### src/rtl/app_mul_pkg.sv
// Shared constants, FSM state type and radix-4 digit decode for the iterative
// signed 16x16 multiplier.
package app_mul_pkg;
  localparam int W     = 16;
  localparam int ITER  = W / 2;
  localparam int P_W   = 2 * W;
  localparam int PP_W  = W + 2;
  localparam int CNT_W = $clog2(ITER);

  typedef enum logic [1:0] {IDLE, RUN, DONE} state_t;

  // Slice value: 2*bh + bl (0..3), or -2*bh + bl on the signed top slice.
  function automatic logic signed [2:0] digit_value(input logic b_high,
                                                    input logic b_low,
                                                    input logic last_signed);
    logic signed [2:0] v;
    if (last_signed) v = $signed({b_high, b_high, b_low});
    else             v = $signed({1'b0, b_high, b_low});
    return v;
  endfunction
endpackage

### src/rtl/app_mul_pp2_layer.sv
// One radix-4 partial-product layer: pp = A * digit, exact, 18-bit signed.
module app_mul_pp2_layer
  import app_mul_pkg::*;
(
  input  logic signed [W-1:0]    a,
  input  logic                   b_low,
  input  logic                   b_high,
  input  logic                   last_signed,
  output logic signed [PP_W-1:0] pp
);
  logic signed [2:0]      digit;
  logic signed [PP_W-1:0] a_ext;
  logic signed [PP_W-1:0] d_ext;

  assign digit = digit_value(b_high, b_low, last_signed);
  assign a_ext = $signed({{(PP_W-W){a[W-1]}}, a});
  assign d_ext = $signed({{(PP_W-3){digit[2]}}, digit});
  // |A*digit| <= 3*2^15, so the 18-bit product never wraps.
  assign pp    = a_ext * d_ext;
endmodule

### src/rtl/app_mul_seq_ctrl.sv
// Iterative signed multiplier controller: one 2-bit slice of B per cycle,
// valid/ready on both sides, all outputs registered.
module app_mul_seq_ctrl #(
  parameter int W    = 16,
  parameter int ITER = W / 2
) (
  input  logic           clk,
  input  logic           rst,
  input  logic           in_valid,
  output logic           in_ready,
  input  logic [W-1:0]   in_a,
  input  logic [W-1:0]   in_b,
  input  logic           in_b_signed,
  output logic           out_valid,
  input  logic           out_ready,
  output logic [2*W-1:0] out_p,
  output logic           busy,
  output logic [2:0]     iter_cnt
);
  import app_mul_pkg::P_W;
  import app_mul_pkg::PP_W;
  import app_mul_pkg::CNT_W;
  import app_mul_pkg::state_t;
  import app_mul_pkg::IDLE;
  import app_mul_pkg::RUN;
  import app_mul_pkg::DONE;

  if (W != 16 || ITER != W / 2) begin : g_bad_width
    $error("app_mul_seq_ctrl supports only W=16");
  end

  state_t                 state;
  logic signed [W-1:0]    a_reg;
  logic [W-1:0]           b_reg;
  logic                   b_signed_reg;
  logic [CNT_W-1:0]       cnt_reg;
  logic [P_W-1:0]         acc_reg;
  logic [P_W-1:0]         out_p_reg;
  logic                   in_ready_reg;
  logic                   out_valid_reg;
  logic                   busy_reg;

  logic [ITER-1:0]        b_lo_slices;
  logic [ITER-1:0]        b_hi_slices;
  logic                   last_slice;
  logic signed [PP_W-1:0] pp;
  logic [P_W-1:0]         pp_ext;
  logic [P_W-1:0]         acc_next;

  for (genvar gi = 0; gi < ITER; gi++) begin : g_slice
    assign b_lo_slices[gi] = b_reg[2*gi];
    assign b_hi_slices[gi] = b_reg[2*gi+1];
  end

  assign last_slice = (cnt_reg == CNT_W'(ITER - 1));

  app_mul_pp2_layer u_layer (
    .a           (a_reg),
    .b_low       (b_lo_slices[cnt_reg]),
    .b_high      (b_hi_slices[cnt_reg]),
    .last_signed (b_signed_reg & last_slice),
    .pp          (pp)
  );

  assign pp_ext   = {{(P_W-PP_W){pp[PP_W-1]}}, pp};
  assign acc_next = acc_reg + (pp_ext << {cnt_reg, 1'b0});

  always_ff @(posedge clk or posedge rst) begin
    if (rst) begin
      state         <= IDLE;
      a_reg         <= '0;
      b_reg         <= '0;
      b_signed_reg  <= 1'b0;
      cnt_reg       <= '0;
      acc_reg       <= '0;
      out_p_reg     <= '0;
      in_ready_reg  <= 1'b1;
      out_valid_reg <= 1'b0;
      busy_reg      <= 1'b0;
    end else begin
      case (state)
        IDLE: begin
          if (in_valid) begin
            a_reg        <= $signed(in_a);
            b_reg        <= in_b;
            b_signed_reg <= in_b_signed;
            acc_reg      <= '0;
            cnt_reg      <= '0;
            in_ready_reg <= 1'b0;
            busy_reg     <= 1'b1;
            state        <= RUN;
          end
        end
        RUN: begin
          acc_reg <= acc_next;
          if (last_slice) begin
            out_p_reg     <= acc_next;
            out_valid_reg <= 1'b1;
            state         <= DONE;
          end else begin
            cnt_reg <= cnt_reg + 1'b1;
          end
        end
        DONE: begin
          // in_ready stays low through the handshake cycle; no accept/emit overlap.
          if (out_ready) begin
            out_valid_reg <= 1'b0;
            in_ready_reg  <= 1'b1;
            busy_reg      <= 1'b0;
            cnt_reg       <= '0;
            state         <= IDLE;
          end
        end
        default: state <= IDLE;
      endcase
    end
  end

  assign in_ready  = in_ready_reg;
  assign out_valid = out_valid_reg;
  assign out_p     = out_p_reg;
  assign busy      = busy_reg;
  assign iter_cnt  = cnt_reg;
endmodule
### config.mk
export PLATFORM = sky130hd
export DESIGN_NAME = app_mul_seq_ctrl
export DESIGN_NICKNAME = d
export VERILOG_FILES = /design/src/rtl/app_mul_pkg.sv /design/src/rtl/app_mul_pp2_layer.sv /design/src/rtl/app_mul_seq_ctrl.sv
export SDC_FILE = /design/constraint.sdc
export NUM_CORES = 1
export LEC_CHECK = 0
export ABC_AREA = 1
export CORE_UTILIZATION = 30
export CTS_CLUSTER_DIAMETER = 30
export DETAILED_ROUTE_END_ITERATION = 8
export HOLD_SLACK_MARGIN = 0.03
export PLACE_DENSITY = 0.57
export SLEW_MARGIN = 15
export SYNTH_ARGS = -nofsm -noshare
export SYNTH_HDL_FRONTEND = slang
export SYNTH_SLANG_ARGS = --single-unit
### constraint.sdc
create_clock -name clk -period 5.35 [get_ports clk]
set_clock_uncertainty 0.2 [all_clocks]
set_input_delay 1.3375 -clock clk [delete_from_list [all_inputs] [get_ports clk]]
set_output_delay 1.3375 -clock clk [all_outputs]
set_load 0.03 [all_outputs]
======== After elaboration in Yosys (flattened, before gate mapping) ========
Cells that the tools add are included.
storage, ports and cells
  register bits ........................... 105
  bits of input ports ..................... 37
  output and inout port bits .............. 38
  logic and storage cells ................. 58
operators by class
  $add $sub $neg .......................... 2
  multipliers ............................. 1
  $lt $le $gt $ge ......................... 1
  equal/unequal tests ..................... 7
  shift-type cells ........................ 1
  muxes and demuxes ....................... 23
  bitwise gates (word level) .............. 1
  reduce and logical (&&, ||, !) cells .... 12
operators with widths
  kind                                                                   count
  32-bit case mux with 2 select lines                                    1
  32-bit adder                                                           1
  32-bit 2-to-1 mux                                                      1
  32-bit by 4-bit << shifter with 32-bit output                          1
  16-bit by 3-bit multiplier with 18-bit output                          1
  3-bit 2-to-1 mux                                                       4
  3-bit case mux with 3 select lines                                     1
  3-bit AND reduction                                                    3
  2-bit inequality test, second input constant                           4
  1-bit 2-to-1 mux                                                       7
  1-bit binary-select mux with 3-bit select                              2
  2-bit 2-to-1 mux                                                       3
  1-bit case mux with 2 select lines                                     3
  2-bit case mux with 3 select lines                                     1
  2-bit AND reduction                                                    3
  2-bit nonzero test                                                     3
  3-bit by 4-bit < comparator with 1-bit output, second input constant   1
  4-bit AND reduction                                                    1
  3-bit by 1-bit adder with 3-bit output, second input constant          1
  3-bit equality test, second input constant                             1
  3-bit nonzero test                                                     1
  2-bit by 1-bit equality test with 1-bit output, second input constant  1
  2-bit equality test, second input constant                             1
  2-bit logical NOT                                                      1
  1-bit AND                                                              1

======== Depth between registers and ports, before layout ========
  depth after elaboration ................. 7
  depth in mapped cells ................... 42
  depth with buffers taken out ............ 41

======== By module ========
Synthesis repeated with hierarchy kept, for this count alone.
second synthesis, totals
  cell total of the unflattened synthesis .. 1351
  area total of the unflattened synthesis .. 8749.6 um^2
by module, submodules not included
  module             instances  cells an instance  area an instance (um^2)
  app_mul_seq_ctrl   1          1071               7046.8
  app_mul_pp2_layer  1          280                1702.9

======== Worst setup path before layout ========
Ideal clock, no wire load.
  path type ............................... register to register
  from .................................... register cnt_reg[0] (netlist: iter_cnt[0])
  to ...................................... register acc_reg[26]
  library setup time ...................... 117 ps
  data arrival time ....................... 5414 ps
  path slack .............................. -382 ps
  cell stages (with the launch flop) ...... 36
  period minus slack after synthesis ...... 5732 ps
  cell sequence ........................... dfrtp_1 > inv_2 > buf_6 > nand2_4 > nand3_2 > nand3_2 > nand2_4 > nor2_1 > nand2_1 > fa_1 > fa_1 > inv_1 > ha_1 > inv_1 > fa_1 > inv_1 > nand3_1 > nand2_1 > a21oi_1 > or2_2 > nand3_1 > nand3_1 > nand2_1 > nand2_1 > nand3_1 > o21ai_0 > ha_1 > a21oi_1 > a21boi_0 > o21ai_0 > nand2_1 > nand3_1 > a21o_1 > or2_2 > nand3_1 > nand2_1
on the way
  word-level cells in the longest chain between the ends .. 7
RTL lines
  element                                                                  line                     RTL
  from (decl)                                                              app_mul_seq_ctrl.sv:36   logic [CNT_W-1:0] cnt_reg;
  from (signal assigned)                                                   app_mul_seq_ctrl.sv:101  cnt_reg <= cnt_reg + 1'b1;
  1-bit binary-select mux with 3-bit select, or another cell as far along  app_mul_seq_ctrl.sv:59   .b_low (b_lo_slices[cnt_reg]),
  1-bit 2-to-1 mux (not written as such), or another cell as far along     app_mul_seq_ctrl.sv:59
  3-bit 2-to-1 mux                                                         app_mul_pkg.sv:17        if (last_signed) v = $signed({b_high, b_high, b_low});
  16-bit by 3-bit multiplier with 18-bit output                            app_mul_pp2_layer.sv:19  assign pp = a_ext * d_ext;
  32-bit by 4-bit << shifter with 32-bit output *                          app_mul_seq_ctrl.sv:66   assign acc_next = acc_reg + (pp_ext << {cnt_reg, 1'b0});
  32-bit adder *                                                           app_mul_seq_ctrl.sv:66
  32-bit case mux with 2 select lines *                                    app_mul_seq_ctrl.sv:81   case (state)
  to (signal assigned)                                                     app_mul_seq_ctrl.sv:95   acc_reg <= acc_next;
  to (decl)                                                                app_mul_seq_ctrl.sv:37   logic [P_W-1:0] acc_reg;
Every way passes the cells marked *; elsewhere a longest branch is shown, timed or not. The select of a mux whose other input is x is not followed.
A chain may end at the register's enable or synchronous reset.

======== Final worst setup path ========
  from .................................... register cnt_reg[0] (netlist: iter_cnt[0])
  to ...................................... register out_p_reg[28] (netlist: out_p[28])
on the way
  word-level cells in the longest chain between the ends .. 6
RTL lines
  element                                                                  line                     RTL
  1-bit binary-select mux with 3-bit select, or another cell as far along  app_mul_seq_ctrl.sv:59
  1-bit 2-to-1 mux (not written as such), or another cell as far along     app_mul_seq_ctrl.sv:59
  3-bit 2-to-1 mux                                                         app_mul_pkg.sv:17
  16-bit by 3-bit multiplier with 18-bit output                            app_mul_pp2_layer.sv:19
  32-bit by 4-bit << shifter with 32-bit output                            app_mul_seq_ctrl.sv:66
  32-bit adder                                                             app_mul_seq_ctrl.sv:66
  to (signal assigned)                                                     app_mul_seq_ctrl.sv:97   out_p_reg <= acc_next;
  to (decl)                                                                app_mul_seq_ctrl.sv:38   logic [P_W-1:0] out_p_reg;
Several ways; a longest one is shown, not always the timed one. The select of a mux whose other input is x is not followed.

==> flow_metrics.tcl <==
set metrics [dict create \
    vias 8262 \
    path_class "reg2reg" \
    setup_viol 44 \
    relSlewSlack_pct 34.24 \
    wirelength_um 25690 \
    nNetsFinal 1493 \
    die_x_um 166.1 \
    status "finished, violations left" \
    hold_path_class "reg2reg" \
    n_fill_cell 2466 \
    synthFlopType "dfrtp_1" \
    grt_pass1_vias 8375 \
    fp.coreArea_mm2 0.02621 \
    reg2reg_slack_ns -0.49 \
    synth_cell_types 45 \
    antennaDiodeCount 0 \
    holdPathEnd "out_p[16]" \
    finalCritPeriodShare_pct 109.1 \
    syn-cell-area_mm2 0.008078 \
    grt_pass1_wl_um 41660 \
    port_buffers 74 \
    hold_viol 0 \
    ioPinCount 75 \
    firstDrtPassIters 7 \
    yosysMostFrequentCell "nand2_1" \
    grtUsageTotal_pct 18.51 \
    start_util_pct 30.82 \
    crit_path_start_kind "register" \
    drc 2 \
    die-area_mm2 0.02759 \
    yosysWarnings 0 \
    critPathRequiredTime_ns 5.41 \
    root_buffer "clkbuf_16" \
    cts_buffers 9 \
    synthArstFlopShare_pct 100.0 \
    ys_ff_latch 105 \
    hp-start "out_p[16]" \
    r2r_start "iter_cnt[0]" \
    violations "DRC, setup timing" \
    seq_area_frac_synth_pct 32.54 \
    min_path_cells 2 \
    vias_per_cell 4.817 \
    slew_violations 0 \
    synthCells 1101 \
    critical_path_peak_fanout 8 \
    synth_top_cell_by_area "dfrtp_1" \
    cts_tree "built" \
    synth_edf_count 0 \
    synth_top_area_share_pct 32.22 \
    wl_per_cell_um 14.98 \
    reg2regPathDepth 38 \
    clk_latency_ns 0.36 \
    reg2reg_to "out_p[28]" \
    synth_nets 1218 \
    worstMarginPinSlew_ns 0.9853 \
    slowest_delay_ns 0.47 \
    rsz0062_at_grt "yes" \
    drt.antenna.violating_nets 0 \
    drive_gt1_share_pct 40.65 \
    synth_common_cells "nand2_1, o21ai_0, inv_1" \
    h-tree-depth 3 \
    maxCapViolations 0 \
    clk_pin_slew_ns 0.08 \
    syn_avg_cell_area_um2 7.337 \
    worst_path_max_delay_cell "dfrtp_2" \
    netlist_top_cells_area "dfrtp_1, nand2_1, ha_1" \
    cts_buffer_depth 2 \
    end_kind "register" \
    grt_overflow_total 0 \
    gp_congestion 0.8666 \
    fmax_mhz 171.3 \
    finalCriticalPeriod_ns 5.837 \
    finalWorstSetupSlack_ns -0.4873 \
    clock-sinks 105 \
    hpwl_um 17790 \
    antenna_found_initial 0 \
    setup_tns_ns -13.23 \
    initialDrtViolationCount 442 \
    rows 59 \
    grt_max_degree 63 \
    area_delta_synth_final_pct 59.29 \
    crit_arrival_ns 5.90 \
    fp.dieH_um 166.1 \
]
## metal layers
layer  vias up  track usage, %  share of wire (%)
li1       4152               -                  -
met3        35           2.502                2.5
met4         0           4.795                1.8
met1      3957           24.26                 46
met2       118           31.98                 50
met5         -               0                  0
## area by class of cell
class                   instances  area (um2)  share of cell area (%)
well taps                     335       419.2                   3.257
repair inverters                1       7.507                 0.05834
inverters                     110       430.4                   3.345
multi-input cells             850        6566                   51.03
flip-flops and latches        105        2633                   20.46
clock buffers                  10       239.0                   1.857
repair buffers                299        2535                   19.70
clock inverters                 5       37.54                  0.2917
## cells by family (layout without fill, tap and decap cells)
| group | after synthesis | in the layout | synth area share (%) |
|---|---|---|---|
| compound gates | 208 | 208 | 14.23 |
| xor+xnor | 26 | 26 | 2.819 |
| fa+ha+maj | 80 | 80 | 14.06 |
| buf+inv | 146 | 425 | 7.110 |
| flops | 105 | 105 | 32.54 |
| mux | 4 | 4 | 0.4957 |
| simple gates | 532 | 532 | 28.73 |
## worst max path at each step
stage / start / endpoint / slack [ns] / cells past startpoint
final: iter_cnt[0] / out_p[28] / -0.49 / 38
after global routing: iter_cnt[0] / out_p[28] / -0.77 / 38
after CTS: iter_cnt[0] / out_p[24] / -0.25 / 35
after detailed placement: iter_cnt[0] / acc_reg[19] / -0.78 / 30
after global placement: iter_cnt[0] / acc_reg[19] / -0.72 / 30
after floorplan: iter_cnt[0] / acc_reg[26] / 0.005 / 33
## layout by cell type, fill, tap and decap left out, types with 15 or more instances in the layout
cell type        Yosys  final
clkdlybuf4s50_1      0     74
nor2_2               2     31
o21ai_0            119     71
nand2_2              6     41
nand2_1            301    250
ha_1                62     24
ha_4                 0     36
buf_6                2     16
dfrtp_1            104    101
o21ai_1              5     31
a21oi_2              2     31
nor2_1              95     54
inv_1              105     88
nand3_2              5     28
nand3_1             74     43
nand2_4             10     25
fa_1                18     15
o21ai_2              4     20
buf_4                2    205
## worst max-delay path: cells and delay by family (launching register included)
family	cells	cell delay, ns
compound gates	4	0.43
xor+xnor	1	0.06
simple gates	19	1.89
fa+ha+maj	5	1.57
buf+inv	9	1.10
flops	1	0.47
## stage by stage
| stage | hold WS (ns) | setup slack [ns] | instances | util, % | instance area [um2] |
|---|---|---|---|---|---|
| after CTS | 0.2766 | -0.2476 | 1687 | 45.83 | 12010 |
| final | 0.2734 | -0.4873 | 1715 | 49.10 | 12870 |
| after global routing | 0.2909 | -0.7671 | 1715 | 49.10 | 12870 |
| after global placement | 0.2536 | -0.7218 | 1646 | 39.82 | 10440 |
| after floorplan | 0.2487 | 0.005211 | 1101 | - | 8142 |
| after detailed placement | 0.2632 | -0.7783 | 1646 | 39.82 | 10440 |
## what timing repair did
item / 4_1_cts / 5_1_grt
endpoints found under the setup margin: 48 / 52
buffers inserted: 26 / 29
pin swaps: 106 / 109
resized for setup: 236 / 154
hold buffers: 0 / 0
cloned: 1 / 0
hold endpoints to repair: 0 / 0
Power is not shown: default switching activity piles up to over one toggle a cycle in this logic, so the estimate is an artifact.
==> variant (config.mk and constraints unchanged) <==
Reset style: synchronous (`rst`), changed in one clocked block.
--- a/src/rtl/app_mul_seq_ctrl.sv
+++ b/src/rtl/app_mul_seq_ctrl.sv
@@ -65,7 +65,7 @@
   assign pp_ext   = {{(P_W-PP_W){pp[PP_W-1]}}, pp};
   assign acc_next = acc_reg + (pp_ext << {cnt_reg, 1'b0});
 
-  always_ff @(posedge clk or posedge rst) begin
+  always_ff @(posedge clk) begin
     if (rst) begin
       state         <= IDLE;
       a_reg         <= '0;
Behaviour: differs if rst is asserted again (counterexample within 4 cycles, from zero or initial values and one cycle with rst high); with rst held inactive, the same outputs for 4 cycles.
==> variant against the unedited design <==
The run ends with setup timing left; sequential cell count is the same; count of clock-buffer cells in the layout is the same; design area decreased by 0.85%; first-iteration DRC count grew 43%; worst setup slack worse by 0.018 ns; routed wire length is 8.0% higher; via count is 6.5% higher; synthesized area down 1.9%; global-route usage up 0.85 points.
Power is left out: it rests on default switching activity, and per cell area and clock period it moved more than threefold.
==> variant: results (changes against the unedited design) <==
=============================================================================
Status                                                           complete, but fails checks   unchanged
Violated checks                                                  setup timing   was DRC, setup timing
Tightest Pin Transition                                               1.14 ns   was 0.985 ns
Routed wire length per instance                                       15.6 um   was 15.0 um
Min-Delay Startpoint                                                 in_ready   was out_p[16]
Syn_area_per_cell                                                    6.69 um2   was 7.34 um2
Adder and majority gate portion of the synthesized area                 14.3%   was 14.1%
Routed wire length                                                   27700 um   was 25700 um
Cell type of the slowest stage on the worst timing path                  fa_1   was dfrtp_2
Final critical-path setup slack                                     -0.505 ns   was -0.487 ns
Total routing resource utilization after global routing                 19.4%   was 18.5%
Placed Instances                                                         1718   was 1646
Compound-cell area share of the yosys netlist                           20.3%   was 14.2%
Maximum number of pins on one net before global-route repair               66   was 63
Met3 track demand over resource in global routing                       2.74%   was 2.50%
Filler Cells Inserted                                                    2403   was 2466
Net count reported at finish                                             1560   was 1493
Clock transition at the registers of the reported paths               0.08 ns   about the same
Layout cell share with drive strength beyond 1                          38.1%   was 40.7%
Yosys warning total                                                         0   unchanged
DPL Wire Length                                                      17800 um   about the same
Post-Synth XOR/XNOR Area                                                3.54%   was 2.82%
Post-placement cell area                                            10300 um2   was 10400 um2
Synthesized Nets                                                         1302   was 1218
Tightest Hold Check Type                                         flip-flop to flip-flop   unchanged
Cell depth of the worst flop-to-flop path                                  39   was 38
Multiplexer area fraction after synthesis                              0.884%   was 0.496%
Antenna violations before repair                                            0   unchanged
DR WL met3                                                            1010 um   was 654 um
Post-route met1 wirelength                                           12400 um   was 11800 um
Commonest cells post-synth                                       nand2_1 (262), inv_1 (146), a21oi_1 (119)   was nand2_1 (301), o21ai_0 (119), inv_1 (105)
Reg2Reg Capture Point                                             acc_reg[29]   was out_p[28]
TritonRoute pass-1 iters                                                    5   was 7
Post-synthesis cell type count                                             41   was 45
Total number of vias                                                     8799   was 8262
Maximum clock path buffer count                                             2   unchanged
Met1 usage in global routing                                            24.5%   was 24.3%
Endpoint, Worst Hold                                                 in_ready   was out_p[16]
Highest net fanout along the worst path                                     5   was 8
Post-synth top flop                                                   dfxtp_1   was dfrtp_1
Largest cells by area after synthesis                            dfxtp_1 (27%), nand2_1 (12%), ha_1 (9.8%)   was dfrtp_1 (32%), nand2_1 (14%), ha_1 (9.6%)
Met2 capacity usage during global routing                               33.2%   was 32.0%
Count of H-tree levels built during CTS                                     3   unchanged
Post-synth ARST share                                                      0%   was 100%
Iteration-0 DRC count of the detailed router                              633   was 442
Area taken by flip-flops and latches                                 2110 um2   was 2630 um2
Met2 wire length                                                     13700 um   was 12800 um
Worst endpoint data arrival time                                      5.95 ns   was 5.90 ns
Clock Sink Count                                                          105   unchanged
Portion of the post-synthesis area used by sequential elements          26.5%   was 32.5%
Biggest cell delay along the critical path                            0.50 ns   was 0.47 ns
GP Congestion                                                           0.889   was 0.867
Setup TNS                                                           -14.77 ns   was -13.23 ns
First-pass GRT wire length                                           41700 um   about the same
Number of global-route vias before repair                                8588   was 8375
Reg2Reg Launch Point                                              iter_cnt[0]   unchanged
Final-report setup violation count                                         46   was 44
Number of stages on the worst hold path                                     2   unchanged
=============================================================================
==> variant: logic make-up (layout without fill, tap and decap cells) <==
| family | count (synthesis) | count (layout) |
|---|---|---|
| buffers and inverters | 196 | 459 |
| adders and majority gates | 80 | 80 |
| AOI/OAI and AO/OA | 291 | 291 |
| xor gates and xnor gates | 32 | 32 |
| muxes | 7 | 7 |
| DFF | 105 | 105 |
| and+or+nand+nor | 474 | 474 |
==> variant: layout make-up <==
type,count,area share (%)
clock buffer,10,1.79
clock inverter,6,0.520
inverter,149,4.45
multi-input combinational,884,53.5
sequential,105,16.5
tap,335,3.29
timing repair buffer,294,19.9
==> variant: timing repair <==
| item | CTS | global route |
|---|---|---|
| pin swaps | 75 | 123 |
| setup endpoints to repair | 48 | 51 |
| cloned | 1 | 1 |
| setup buffers | 26 | 26 |
| gates resized for setup | 202 | 205 |
==> variant: metrics by stage <==
| step | hold slack [ns] | setup WS (ns) |
|---|---|---|
| after detailed placement | 0.251 | -0.644 |
| after CTS | 0.269 | -0.276 |
| final | 0.266 | -0.505 |
| after global routing | 0.290 | -0.878 |
| after floorplan | 0.229 | 0.00350 |
| after global placement | 0.244 | -0.664 |
==> variant: worst max-delay path by stage <==
stage	endpoint	slack [ns]	startpoint
after CTS	out_p[28]	-0.28	iter_cnt[0]
after detailed placement	out_p[30]	-0.64	iter_cnt[0]
after global placement	out_p[30]	-0.66	iter_cnt[0]
final	acc_reg[29]	-0.51	iter_cnt[0]
after global routing	acc_reg[18]	-0.88	iter_cnt[0]
after floorplan	out_p[30]	0.003	iter_cnt[1]
==> variant: critical path, delay by kind of cell (launching register included) <==
family,cells,cell delay (ns)
adders and majority gates,5,1.63
buffers and inverters,8,0.84
and+or+nand+nor,21,1.99
AOI/OAI and AO/OA,4,0.52
DFF,1,0.38
xor gates and xnor gates,1,0.19
